File: src/rtl/alu_writeback_pkg.sv
// Shared CPU datapath definitions: operand-mode encodings, widths, fixed
// destination and write-back state enum.
package alu_writeback_pkg;

  localparam int DATA_W = 16;
  localparam int ADDR_W = 4;
  localparam int FIXED_DEST = 8;

  typedef enum logic [1:0] {
    SRC_RR  = 2'b00,
    SRC_RU4 = 2'b01,
    SRC_U8L = 2'b10,
    SRC_U8H = 2'b11
  } src_mode_e;

  typedef enum logic {
    WB_EMPTY = 1'b0,
    WB_HELD  = 1'b1
  } wb_state_e;

endpackage

File: src/rtl/alu_writeback_fwd_match.sv
// Forwarding match for one operand port: the hold register (younger) takes
// priority over the output stage; no hit yields zero data.
module wb_fwd_match #(
  parameter int DATA_W = 16,
  parameter int ADDR_W = 4
) (
  input  logic [ADDR_W-1:0] addr_i,
  input  logic              hold_valid_i,
  input  logic [ADDR_W-1:0] hold_addr_i,
  input  logic [DATA_W-1:0] hold_data_i,
  input  logic              out_valid_i,
  input  logic [ADDR_W-1:0] out_addr_i,
  input  logic [DATA_W-1:0] out_data_i,
  output logic              hit_o,
  output logic [DATA_W-1:0] data_o
);

  always_comb begin
    hit_o  = 1'b0;
    data_o = '0;
    if (hold_valid_i && (hold_addr_i == addr_i)) begin
      hit_o  = 1'b1;
      data_o = hold_data_i;
    end else if (out_valid_i && (out_addr_i == addr_i)) begin
      hit_o  = 1'b1;
      data_o = out_data_i;
    end
  end

endmodule

File: src/rtl/alu_writeback.sv
// Result write-back stage: arbitrates the register-file write port between
// loads and ALU results, buffering one ALU result. Macro WB_BYPASS_EN adds FWD_* ports.
module alu_writeback
  import alu_writeback_pkg::*;
#(
  parameter int DATA_W_P = DATA_W,
  parameter int ADDR_W_P = ADDR_W,
  parameter int FIXED_DEST_P = FIXED_DEST
) (
  input  logic                clk,
  input  logic                rst_n,
  input  logic                alu_valid_i,
  output logic                alu_ready_o,
  input  logic [DATA_W_P-1:0] alu_result_i,
  input  logic                alu_wen_i,
  input  logic [1:0]          sourcex_i,
  input  logic [ADDR_W_P-1:0] arg_a_i,
  input  logic                mem_valid_i,
  input  logic [DATA_W_P-1:0] mem_data_i,
  input  logic [ADDR_W_P-1:0] mem_dest_i,
`ifdef WB_BYPASS_EN
  input  logic [ADDR_W_P-1:0] fwd_addr_a_i,
  input  logic [ADDR_W_P-1:0] fwd_addr_b_i,
  output logic                fwd_hit_a_o,
  output logic                fwd_hit_b_o,
  output logic [DATA_W_P-1:0] fwd_data_a_o,
  output logic [DATA_W_P-1:0] fwd_data_b_o,
`endif
  output logic                reg_we_o,
  output logic [ADDR_W_P-1:0] reg_waddr_o,
  output logic [DATA_W_P-1:0] reg_wdata_o,
  output logic                busy_o
);

  localparam logic [ADDR_W_P-1:0] FIXED_ADDR = ADDR_W_P'(FIXED_DEST_P);

  wb_state_e             state_q, state_d;
  logic [DATA_W_P-1:0]   hold_data_q, hold_data_d;
  logic [ADDR_W_P-1:0]   hold_addr_q, hold_addr_d;
  logic                  reg_we_q, reg_we_d;
  logic [ADDR_W_P-1:0]   reg_waddr_q, reg_waddr_d;
  logic [DATA_W_P-1:0]   reg_wdata_q, reg_wdata_d;
  logic                  alu_write;
  logic [ADDR_W_P-1:0]   alu_dest;

  assign alu_ready_o = (state_q == WB_EMPTY);
  assign busy_o      = (state_q == WB_HELD);
  assign alu_write   = alu_valid_i & alu_ready_o & alu_wen_i;

  always_comb begin
    unique case (src_mode_e'(sourcex_i))
      SRC_U8L, SRC_U8H: alu_dest = FIXED_ADDR;
      default:          alu_dest = arg_a_i;
    endcase
  end

  // Loads always win the port; an ALU result colliding with a load is parked
  // so write order still matches arrival order.
  always_comb begin
    state_d     = state_q;
    hold_data_d = hold_data_q;
    hold_addr_d = hold_addr_q;
    reg_we_d    = 1'b0;
    reg_waddr_d = reg_waddr_q;
    reg_wdata_d = reg_wdata_q;
    if (mem_valid_i) begin
      reg_we_d    = 1'b1;
      reg_waddr_d = mem_dest_i;
      reg_wdata_d = mem_data_i;
      if (alu_write) begin
        hold_data_d = alu_result_i;
        hold_addr_d = alu_dest;
        state_d     = WB_HELD;
      end
    end else if (state_q == WB_HELD) begin
      reg_we_d    = 1'b1;
      reg_waddr_d = hold_addr_q;
      reg_wdata_d = hold_data_q;
      state_d     = WB_EMPTY;
    end else if (alu_write) begin
      reg_we_d    = 1'b1;
      reg_waddr_d = alu_dest;
      reg_wdata_d = alu_result_i;
    end
  end

  always_ff @(posedge clk or negedge rst_n) begin
    if (!rst_n) begin
      state_q     <= WB_EMPTY;
      hold_data_q <= '0;
      hold_addr_q <= '0;
      reg_we_q    <= 1'b0;
      reg_waddr_q <= '0;
      reg_wdata_q <= '0;
    end else begin
      state_q     <= state_d;
      hold_data_q <= hold_data_d;
      hold_addr_q <= hold_addr_d;
      reg_we_q    <= reg_we_d;
      reg_waddr_q <= reg_waddr_d;
      reg_wdata_q <= reg_wdata_d;
    end
  end

  assign reg_we_o    = reg_we_q;
  assign reg_waddr_o = reg_waddr_q;
  assign reg_wdata_o = reg_wdata_q;

`ifdef WB_BYPASS_EN
  wb_fwd_match #(.DATA_W(DATA_W_P), .ADDR_W(ADDR_W_P)) u_fwd_a (
    .addr_i       (fwd_addr_a_i),
    .hold_valid_i (busy_o),
    .hold_addr_i  (hold_addr_q),
    .hold_data_i  (hold_data_q),
    .out_valid_i  (reg_we_q),
    .out_addr_i   (reg_waddr_q),
    .out_data_i   (reg_wdata_q),
    .hit_o        (fwd_hit_a_o),
    .data_o       (fwd_data_a_o)
  );

  wb_fwd_match #(.DATA_W(DATA_W_P), .ADDR_W(ADDR_W_P)) u_fwd_b (
    .addr_i       (fwd_addr_b_i),
    .hold_valid_i (busy_o),
    .hold_addr_i  (hold_addr_q),
    .hold_data_i  (hold_data_q),
    .out_valid_i  (reg_we_q),
    .out_addr_i   (reg_waddr_q),
    .out_data_i   (reg_wdata_q),
    .hit_o        (fwd_hit_b_o),
    .data_o       (fwd_data_b_o)
  );
`endif

endmodule

File: config.mk
export PLATFORM = sky130hd
export DESIGN_NAME = alu_writeback
export DESIGN_NICKNAME = d
export VERILOG_FILES = /design/src/rtl/alu_writeback_pkg.sv /design/src/rtl/alu_writeback_fwd_match.sv /design/src/rtl/alu_writeback.sv
export SDC_FILE = /design/constraint.sdc
export NUM_CORES = 1
export LEC_CHECK = 0
export ABC_AREA = 1
export BUFFER_PORTS_ARGS = -buffer_cell sky130_fd_sc_hd__buf_2
export CORE_MARGIN = 1.5
export CORE_UTILIZATION = 53
export CTS_CLUSTER_SIZE = 8
export DETAILED_ROUTE_END_ITERATION = 6
export PLACE_DENSITY = 0.81
export SLEW_MARGIN = 5
export SYNTH_ARGS = -nofsm -noshare
export SYNTH_HDL_FRONTEND = slang
export SYNTH_SLANG_ARGS = --single-unit
File: constraint.sdc
create_clock -name clk -period 3.1 [get_ports clk]
set_clock_uncertainty 0.15 [all_clocks]
set_input_delay 0.465 -clock clk [delete_from_list [all_inputs] [get_ports clk]]
set_output_delay 0.465 -clock clk [all_outputs]
set_load 0.02 [all_outputs]
## Word-level counts from Yosys, hierarchy flattened

Index checks and enable logic that the tools add are counted.

- Equal/unequal tests: 3
- Mux-type cells: 12
- Bitwise gates (word level): 3
- Reduce and logical (&&, ||, !) cells: 3

Operator list:

| operator | count |
|---|---|
| two-way mux 16 bit | 3 |
| two-way mux 4 bit | 4 |
| two-way mux 1 bit | 5 |
| equality test 2 bit (second input constant) | 2 |
| nonzero test 3 bit | 1 |
| bitwise AND 1 bit | 2 |
| != test 2 x 1 -> 1 bit (second input constant) | 1 |
| AND reduction 2 bit | 1 |
| OR reduction 2 bit | 1 |
| NOT 1 bit | 1 |

- Flip-flop bits (word level): 42
- Bits of input ports: 47
- Output and inout bits: 23
- Logic and storage cells: 27

## Depth between registers and ports, before layout

Gate-level depths: netlist (run 1).

- Depth after elaboration: 6
- Mapped depth: 6
- Depth with buffers taken out: 5

## Least setup slack after synthesis (run 1)

No wires, ideal clock.

- Path kind: register -> output
- From: register state_q (netlist: busy_o)
- To: output alu_ready_o
- Arrival: 0.973 ns
- Data required time: 2.485 ns
- Slack: 1.512 ns
- Cell stages (with the launch flop): 3
- Path buffers: 1
- Path through: dfrtp_1 inv_2 clkbuf_1

- Longest elaborated chain between the ends: 1

Ends and longest elaborated chain:

| item | line | source |
|---|---|---|
| from (decl) | alu_writeback.sv:37 | `wb_state_e state_q, state_d;` |
| from (signal assigned) | alu_writeback.sv:96 | `state_q <= state_d;` |
| NOT 1 bit | alu_writeback.sv:46 | `assign alu_ready_o = (state_q == WB_EMPTY);` |
| to (decl) | alu_writeback.sv:13 | `output logic alu_ready_o,` |

No other way between the ends.

## Worst setup path in the final report (run 1)

Same ends and word-level chain as after synthesis.

==> run summary, run 1 <==
TritonRoute pass-1 iters = 4
CTS H-tree depth = 2
NumNets Final = 379
Worst Path Arrival = 1.39 ns
Number of I/O pins = 70
Share of the core filled with cells = 67.4%
Mux cell area share after synthesis = 0%
CTS resizes = 0
Wire length per cell = 11.8 um
MaxCap Viol Count = 0
Outcome = completed
Xor/xnor cell area share of the yosys netlist = 0%
Most common cell after layout, fill and taps aside = nand2_1
Part of the Yosys area used for sequential elements = 51.6%
Vias in the first global route = 1652
CTS buffer count = 5
Logic pwr share = 22.4%
Pint = 0.922 mW
Max FO, Critical Path = 23
Switching portion of total power = 30.3%
Vias/cell = 4.89
Setup total negative slack = 0 ns
Finished Cell Area = 2490 sq um
R2R depth = 6
CTS Buffer Depth = 2
Slew Viols, Final = 0
Hpwl dp = 3150 um
Layout cells sized above 1 = 24.6%
Static leakage = 1.37 nW
Finish-stage setup viols = 0
Syn_area_per_cell = 7.57 sq um
GR Util All Layers = 23.2%
CP Launch Point = busy_o$_DFFE_PN0P_
Final Power = 1.32 mW
R2R Path End = reg_wdata_o[9]$_DFFE_PN0P_
Initial drt markers = 235
Final non-filler cell total = 381
Largest net degree at the start of global routing = 43
Synth unique cells = 16
Reg-to-reg startpoint = busy_o$_DFFE_PN0P_
Worst setup path end = alu_ready_o
CTS sink count = 42
Clock power frac = 26.5%
Diodes inserted = 0
Die H = 65.0 um
Placed Instance Area = 2390 sq um
RSZ-0062 raised after global routing = false
Kind of critical path = reg2out
R2R Setup Slk = 1.13 ns
Detailed-route via count = 1863
Remaining global-route overflow = 0
Die width = 65.0 um
Reg power frac = 51.2%
DIE AREA = 4220 sq um
Compound-gate portion of the synthesized area = 7.37%
Placed Cells = 373
Post-route DRC violation count = 0
Core Region = 3690 sq um
FF+latch count, synth = 42
Synthesized cell area = 2040 sq um
Routed Antenna Nets = 0
Required time of the critical path = 2.48 ns
Placement Setup Slack = 1.12 ns
Reg clk slew, reported paths = 0.07 ns
Ys Warns = 0
PwrDens = 532 nW/um^2
IO Port Bufs = 68
Minimum clock period = 2.00 ns
Most frequent cells in the layout = nand2_1 (104), buf_2 (68), dfrtp_1 (42)
CTS root buffer = clkbuf_8
Psw = 0.401 mW
Period utilisation layout = 64.5%
Hold-fix buffers, CTS = 0
Max_slew headroom = 40.2%
Post-synthesis simple-gate area fraction = 34.5%
Initial antenna violation count = 0
Crit start category = register
Layout area overhead = 22.1%
Max IR drop VDD = 0.289 mV
Fmax = 500 MHz
CTS tree = built
Synthesized Nets = 316
Final Hold Viols = 0
Adder-Cell Fraction of Synth Area = 0%
Worst setup margin = 1.10 ns
Mapped Cells = 269
Cell Rows = 22
Routed wire length = 4510 um
Worst hold slack = 0.152 ns
CP Capture Type = primary output
Tightest Pin Transition = 0.897 ns
Largest family of logic cells by synthesized area = simple AND/OR/NAND/NOR gates
Global-route wire length before repair = 7410 um
Clk_lat worst skew = 0.29 ns
Worst hold path class = in2async
Final Wtd Congestion = 0.800
Initial core utilization = 55.2%
Post-CTS Setup Inserts = 0
-- state kept, by name (all words and copies together), names as in the netlist --
signal,count
hold_data_q,16
hold_addr_q,4
reg_waddr_o,4
busy_o,1
reg_wdata_o,16
reg_we_o,1
-- kinds of logic after synthesis --
group	count (synthesis)
AOI/OAI and AO/OA	30
buffers and inverters	34
DFF	42
and+or+nand+nor	163
-- how the worst min path moves through the flow --
stage / startpoint / end / cells past startpoint
2_1_floorplan: rst_n / busy_o$_DFFE_PN0P_ / 0
3_3_place_gp: reg_wdata_o[7]$_DFFE_PN0P_ / reg_wdata_o[7]$_DFFE_PN0P_ / 2
3_5_place_dp: reg_wdata_o[10]$_DFFE_PN0P_ / reg_wdata_o[10]$_DFFE_PN0P_ / 2
4_1_cts: rst_n / reg_wdata_o[8]$_DFFE_PN0P_ / 1
5_1_grt: rst_n / hold_addr_q[2]$_DFFE_PN0P_ / 1
6_report: rst_n / hold_data_q[0]$_DFFE_PN0P_ / 1
-- cell type report --
class | instances | area [sq um]
fill | 342 | 1200
sequential | 42 | 1050
multi-input combinational | 193 | 853
timing repair buffer | 70 | 355
clock buffer | 7 | 86.3
inverter | 20 | 75.1
tap | 48 | 60.1
clock inverter | 1 | 5.00
-- power groups by stage --
stage,Combinational (mW),Clock (mW),Sequential [mW]
floorplan,0.142,0,0.727
global route,0.333,0.389,0.686
finish,0.296,0.350,0.677
CTS,0.299,0.356,0.676
detailed placement,0.298,0,0.686
global placement,0.290,0,0.683
-- cell usage after synthesis --
cell | instances | share of area, %
nand2_1 | 104 | 19
dfrtp_1 | 42 | 52
nand3_1 | 35 | 8.6
o21ai_1 | 20 | 4.9
inv_1 | 17 | 3.1
clkbuf_1 | 10 | 1.8
a21oi_1 | 9 | 2.2
or2_0 | 9 | 2.8
or2_1 | 7 | 2.1
nor2_1 | 5 | 0.92
buf_2 | 4 | 0.98
inv_2 | 3 | 0.55
nand2_2 | 1 | 0.31
nand4_1 | 1 | 0.31
nor2_2 | 1 | 0.31
o21ai_0 | 1 | 0.25
-- per-layer routing --
layer	share of wire, %	global-route usage, %
met3	6.7	5.38
met4	1.4	8.78
met1	48	33.2
met5	0	0
met2	44	34.3
-- critical path, stage by stage, from the launching register on --
cell	delay [ns]
dfrtp_1	0.50
inv_2	0.35
buf_2	0.24
(Power assumes the default switching activity.)
==> run 2: changes to the inputs <==
CORE_UTILIZATION = 50   (was 53)
PLACE_DENSITY = 0.77   (was 0.81)
clock period = 2 ns   (was 3.1 ns; I/O delays follow)
==> run 2 against run 1 <==
Sequential share of layout area is 0.55 points lower; worst setup slack got worse by 0.85 ns; count of clock-buffer cells in the layout stayed put; final area up 1.3%; worst hold slack worse by 0.059 ns; first-iteration DRC count down 45%; critical path depth unchanged; clock power rose by 47%; core utilization down 4.0 points; die area is 5.7% higher; sequential power up 55%; power rose by 54%; highest routed layer unchanged.
==> run summary, run 2 (synthesis gave the netlist of run 1 again) <==
Fill cells = 361
Period utilisation layout = 87.6%
CTS Buffer Depth = 2
Pint = 1.40 mW
CTS root buffer = clkbuf_8
Worst Path Arrival = 1.30 ns
Remaining global-route overflow = 0
Required time of the critical path = 1.55 ns
Final non-filler cell total = 386
Vias/cell = 4.81
Largest net degree at the start of global routing = 41
Final Power = 2.04 mW
Fmax = 570 MHz
Core Region = 3970 sq um
Psw = 0.636 mW
Final Wtd Congestion = 0.794
Outcome = completed
Logic pwr share = 23.2%
Reg clk slew, reported paths = 0.07 ns
Reg power frac = 51.5%
CTS buffer count = 5
Clk_lat worst skew = 0.30 ns
Initial drt markers = 129
Most common cell after layout, fill and taps aside = nand2_1
Layout cells sized above 1 = 24.7%
Hpwl dp = 3420 um
CTS sink count = 42
Worst path slowest cell = dfrtp_1
Slew Viols, Final = 0
Routed wire length = 4760 um
GR Util All Layers = 22.7%
Initial core utilization = 51.3%
Die H = 66.8 um
IO Port Bufs = 68
Die width = 66.8 um
Max FO, Critical Path = 14
Detailed-route via count = 1855
Routed Antenna Nets = 0
Cell Rows = 23
Finish-stage setup viols = 0
Crit start category = register
CTS tree = built
Max IR drop VDD = 0.380 mV
Layout area overhead = 23.6%
MaxCap Viol Count = 0
Diodes inserted = 0
CTS resizes = 0
Finished Cell Area = 2520 sq um
Clock power frac = 25.3%
Placed Cells = 378
Tightest Pin Transition = 0.503 ns
Static leakage = 1.38 nW
Worst hold slack = 0.0933 ns
Final Hold Viols = 0
RSZ-0062 raised after global routing = false
CP Capture Type = primary output
NumNets Final = 383
Vias in the first global route = 1601
Wire length per cell = 12.3 um
CP Cell Sequence = buf_4 > buf_2
Placed Instance Area = 2430 sq um
Minimum clock period = 1.75 ns
Max_slew headroom = 66.5%
CTS H-tree depth = 2
Most frequent cells in the layout = nand2_1 (104), buf_2 (68), dfrtp_1 (42)
Setup total negative slack = 0 ns
Worst hold path class = in2reg
Initial antenna violation count = 0
Worst path max stage delay = 0.55 ns
DIE AREA = 4470 sq um
Post-route DRC violation count = 0
Switching portion of total power = 31.2%
PwrDens = 808 nW/um^2
TritonRoute pass-1 iters = 5
Global-route wire length before repair = 7480 um
Number of I/O pins = 70
Kind of critical path = reg2out
## run 2: routing by layer
metal,part of all wire (%),track usage (%),vias to the layer above
met5,0,0,-
met4,1.9,9.44,0
met1,50,32.9,822
met3,4.8,5.24,7
met2,44,32.6,51
li1,-,-,975
## run 2: through the flow
stage          utilization, %  setup slack [ns]
2_1_floorplan               -             0.533
3_3_place_gp             61.2             0.439
3_5_place_dp             61.2             0.395
4_1_cts                  63.4             0.251
5_1_grt                  63.4             0.160
6_report                 63.4             0.247
## run 2: timing repair
| action | in CTS | in global routing |
|---|---|---|
| endpoints found under the setup margin | 0 | 0 |
| buffers inserted | 0 | 0 |
| hold endpoints to repair | 20 | 0 |
| hold buffers | 1 | 0 |
## run 2: worst paths after layout
kind	to	startpoint	slack, ns	depth (start not counted)
setup / recovery	busy_o	busy_o$_DFFE_PN0P_	0.25	2
hold / removal	hold_data_q[7]$_DFFE_PN0P_	alu_result_i[7]	0.09	3
setup reg to reg	hold_data_q[4]$_DFFE_PN0P_	busy_o$_DFFE_PN0P_	0.38	5
hold reg to reg	reg_wdata_o[13]$_DFFE_PN0P_	reg_wdata_o[13]$_DFFE_PN0P_	0.33	2
max in group asynchronous	busy_o$_DFFE_PN0P_	rst_n	0.86	3
min in group asynchronous	reg_wdata_o[6]$_DFFE_PN0P_	rst_n	0.36	2
## run 2: power by group through the flow
stage,Combinational [mW],Clock [mW],Sequential [mW]
after floorplan,0.220,0,1.13
after global placement,0.459,0,1.06
after detailed placement,0.473,0,1.06
after CTS,0.476,0.523,1.05
after global routing,0.536,0.561,1.06
final,0.472,0.516,1.05
## run 2: area by class of cell
cell class	instances	area (sq um)	area share [%]
Inverter	20	75.1	2.98
Timing Repair Buffer	74	400	15.9
Multi-Input combinational cell	193	853	33.9
Clock buffer	7	76.3	3.03
Sequential cell	42	1050	41.7
Tap cell	50	62.6	2.48
## run 2: critical path: cells and delay by family, from the launching register on
family	cells	cell delay, ns
flip-flops	1	0.55
buffers and inverters	2	0.46
==> run 3: changes to the inputs <==
PLACE_DENSITY = 0.8   (was 0.77)
==> run 3 against run 2 <==
Flip-flop and latch count unchanged; register-to-register slack better by 0.07 ns; sequential power barely moved; count of clock-buffer cells in the layout shrank 2; non-clock buffer count up 1; worst setup slack improved by 0.10 ns; routed wire length grew 2.2%; critical path type unchanged; critical endpoint is now alu_ready_o; final area increased by 0.40%; core utilization up 0.25 points; power is 0.21% higher; first-iteration DRC count down 12%.
==> run summary, run 3 (synthesis gave the netlist of run 1 again) <==
Largest net degree at the start of global routing = 41
CP Capture Type = primary output
Detailed-route via count = 1898
Vias in the first global route = 1699
Max FO, Critical Path = 12
Outcome = completed
Worst hold path class = in2reg
Hpwl dp = 3580 um
Number of I/O pins = 70
CTS resizes = 0
Hold path cells = 3
Kind of critical path = reg2out
Reg clk slew, reported paths = 0.08 ns
Slew Viols, Final = 0
Diodes inserted = 0
Crit path buf inv count = 2
Required time of the critical path = 1.55 ns
CTS tree = built
Initial antenna violation count = 0
Layout area overhead = 24.1%
Wire length per cell = 12.6 um
Post-route DRC violation count = 0
Most frequent cells in the layout = nand2_1 (104), buf_2 (68), dfrtp_1 (42)
GR Util All Layers = 23.8%
Hold-fix buffers, CTS = 1
Final Hold Viols = 0
Clk_lat worst skew = 0.29 ns
Hold endpoint = hold_data_q[14]$_DFFE_PN0P_
CTS buffer count = 5
R2R Setup Slk = 0.45 ns
Max IR drop VDD = 0.424 mV
Worst path slowest cell = dfrtp_1
CTS Buffer Depth = 2
Crit start category = register
CP top delay family = flip-flops
Reg-to-reg startpoint = busy_o$_DFFE_PN0P_
Global-route wire length before repair = 7770 um
Placed Instance Area = 2440 sq um
Initial core utilization = 51.3%
Static leakage = 1.39 nW
Layout cells sized above 1 = 25.5%
Most common cell after layout, fill and taps aside = nand2_1
Finished Cell Area = 2530 sq um
Cell Rows = 23
Worst Path Arrival = 1.20 ns
PwrDens = 807 nW/um^2
Core Region = 3970 sq um
Routed wire length = 4860 um
Final Wtd Congestion = 0.807
Routed Antenna Nets = 0
R2R depth = 5
Setup total negative slack = 0 ns
CP Launch Point = busy_o$_DFFE_PN0P_
Worst path max stage delay = 0.48 ns
Die width = 66.8 um
Die H = 66.8 um
Tightest Pin Transition = 0.511 ns
DIE AREA = 4470 sq um
RSZ-0062 raised after global routing = false
Max_slew headroom = 65.9%
Post-CTS Setup Inserts = 0
Minimum clock period = 1.65 ns
Fmax = 607 MHz
Vias/cell = 4.90
Initial drt markers = 114
CTS sink count = 42
R2R Path End = hold_data_q[2]$_DFFE_PN0P_
CP Cell Sequence = inv_2 > buf_2
Finish-stage setup viols = 0
Period utilisation layout = 82.4%
Worst hold start = alu_result_i[14]
CTS root buffer = clkbuf_8
NumNets Final = 384
TritonRoute pass-1 iters = 4
IO Port Bufs = 68
Final Power = 2.04 mW
MaxCap Viol Count = 0
CTS H-tree depth = 2
Remaining global-route overflow = 0
[run 3: cell types whose count changed in the layout (fill, tap and decap cells not counted), sizes merged]
cell,change
clkbuf,-2
buf,+1
clkinv,+2
[run 3: through the flow]
step / util (%) / hold slack (ns) / std cells / setup WS (ns)
after floorplan: - / -0.146 / 269 / 0.533
after global placement: 61.4 / 0.120 / 379 / 0.509
after detailed placement: 61.4 / 0.121 / 379 / 0.468
after CTS: 63.7 / 0.0891 / 387 / 0.348
after global routing: 63.7 / 0.0870 / 387 / 0.288
final: 63.7 / 0.0984 / 387 / 0.351
[run 3: per-layer routing]
metal	GRT usage, %	vias to the layer above	share of wire (%)
li1	-	981	-
met1	32.0	856	47
met2	37.0	54	47
met3	4.90	7	3.9
met4	10.5	0	1.6
met5	0	-	0
[run 3: power breakdown]
part	total [mW]	internal [mW]	switching, mW
clock network	0.513	0.234	0.279
logic	0.477	0.181	0.297
registers	1.05	0.980	0.0693
[run 3: cell type report]
class | count | area (sq um)
fillers | 351 | 1440
flip-flops and latches | 42 | 1050
multi-input cells | 193 | 853
repair buffers | 75 | 408
inverters | 20 | 75.1
clock buffers | 5 | 68.8
well taps | 50 | 62.6
clock inverters | 2 | 10.0
[run 3: worst max-delay path by stage]
stage               slack [ns]                     endpoint  depth (start not counted)
floorplan                 0.53  reg_wdata_o[10]$_DFFE_PN0P_                          6
global placement          0.51   hold_data_q[0]$_DFFE_PN0P_                          5
detailed placement        0.47   hold_data_q[2]$_DFFE_PN0P_                          5
CTS                       0.35                  alu_ready_o                          2
global route              0.29                  alu_ready_o                          2
finish                    0.35                  alu_ready_o                          2
[run 3: worst min-delay path, stage by stage]
cell	delay, ns
buf_2	0.10
inv_1	0.04
o21ai_1	0.06
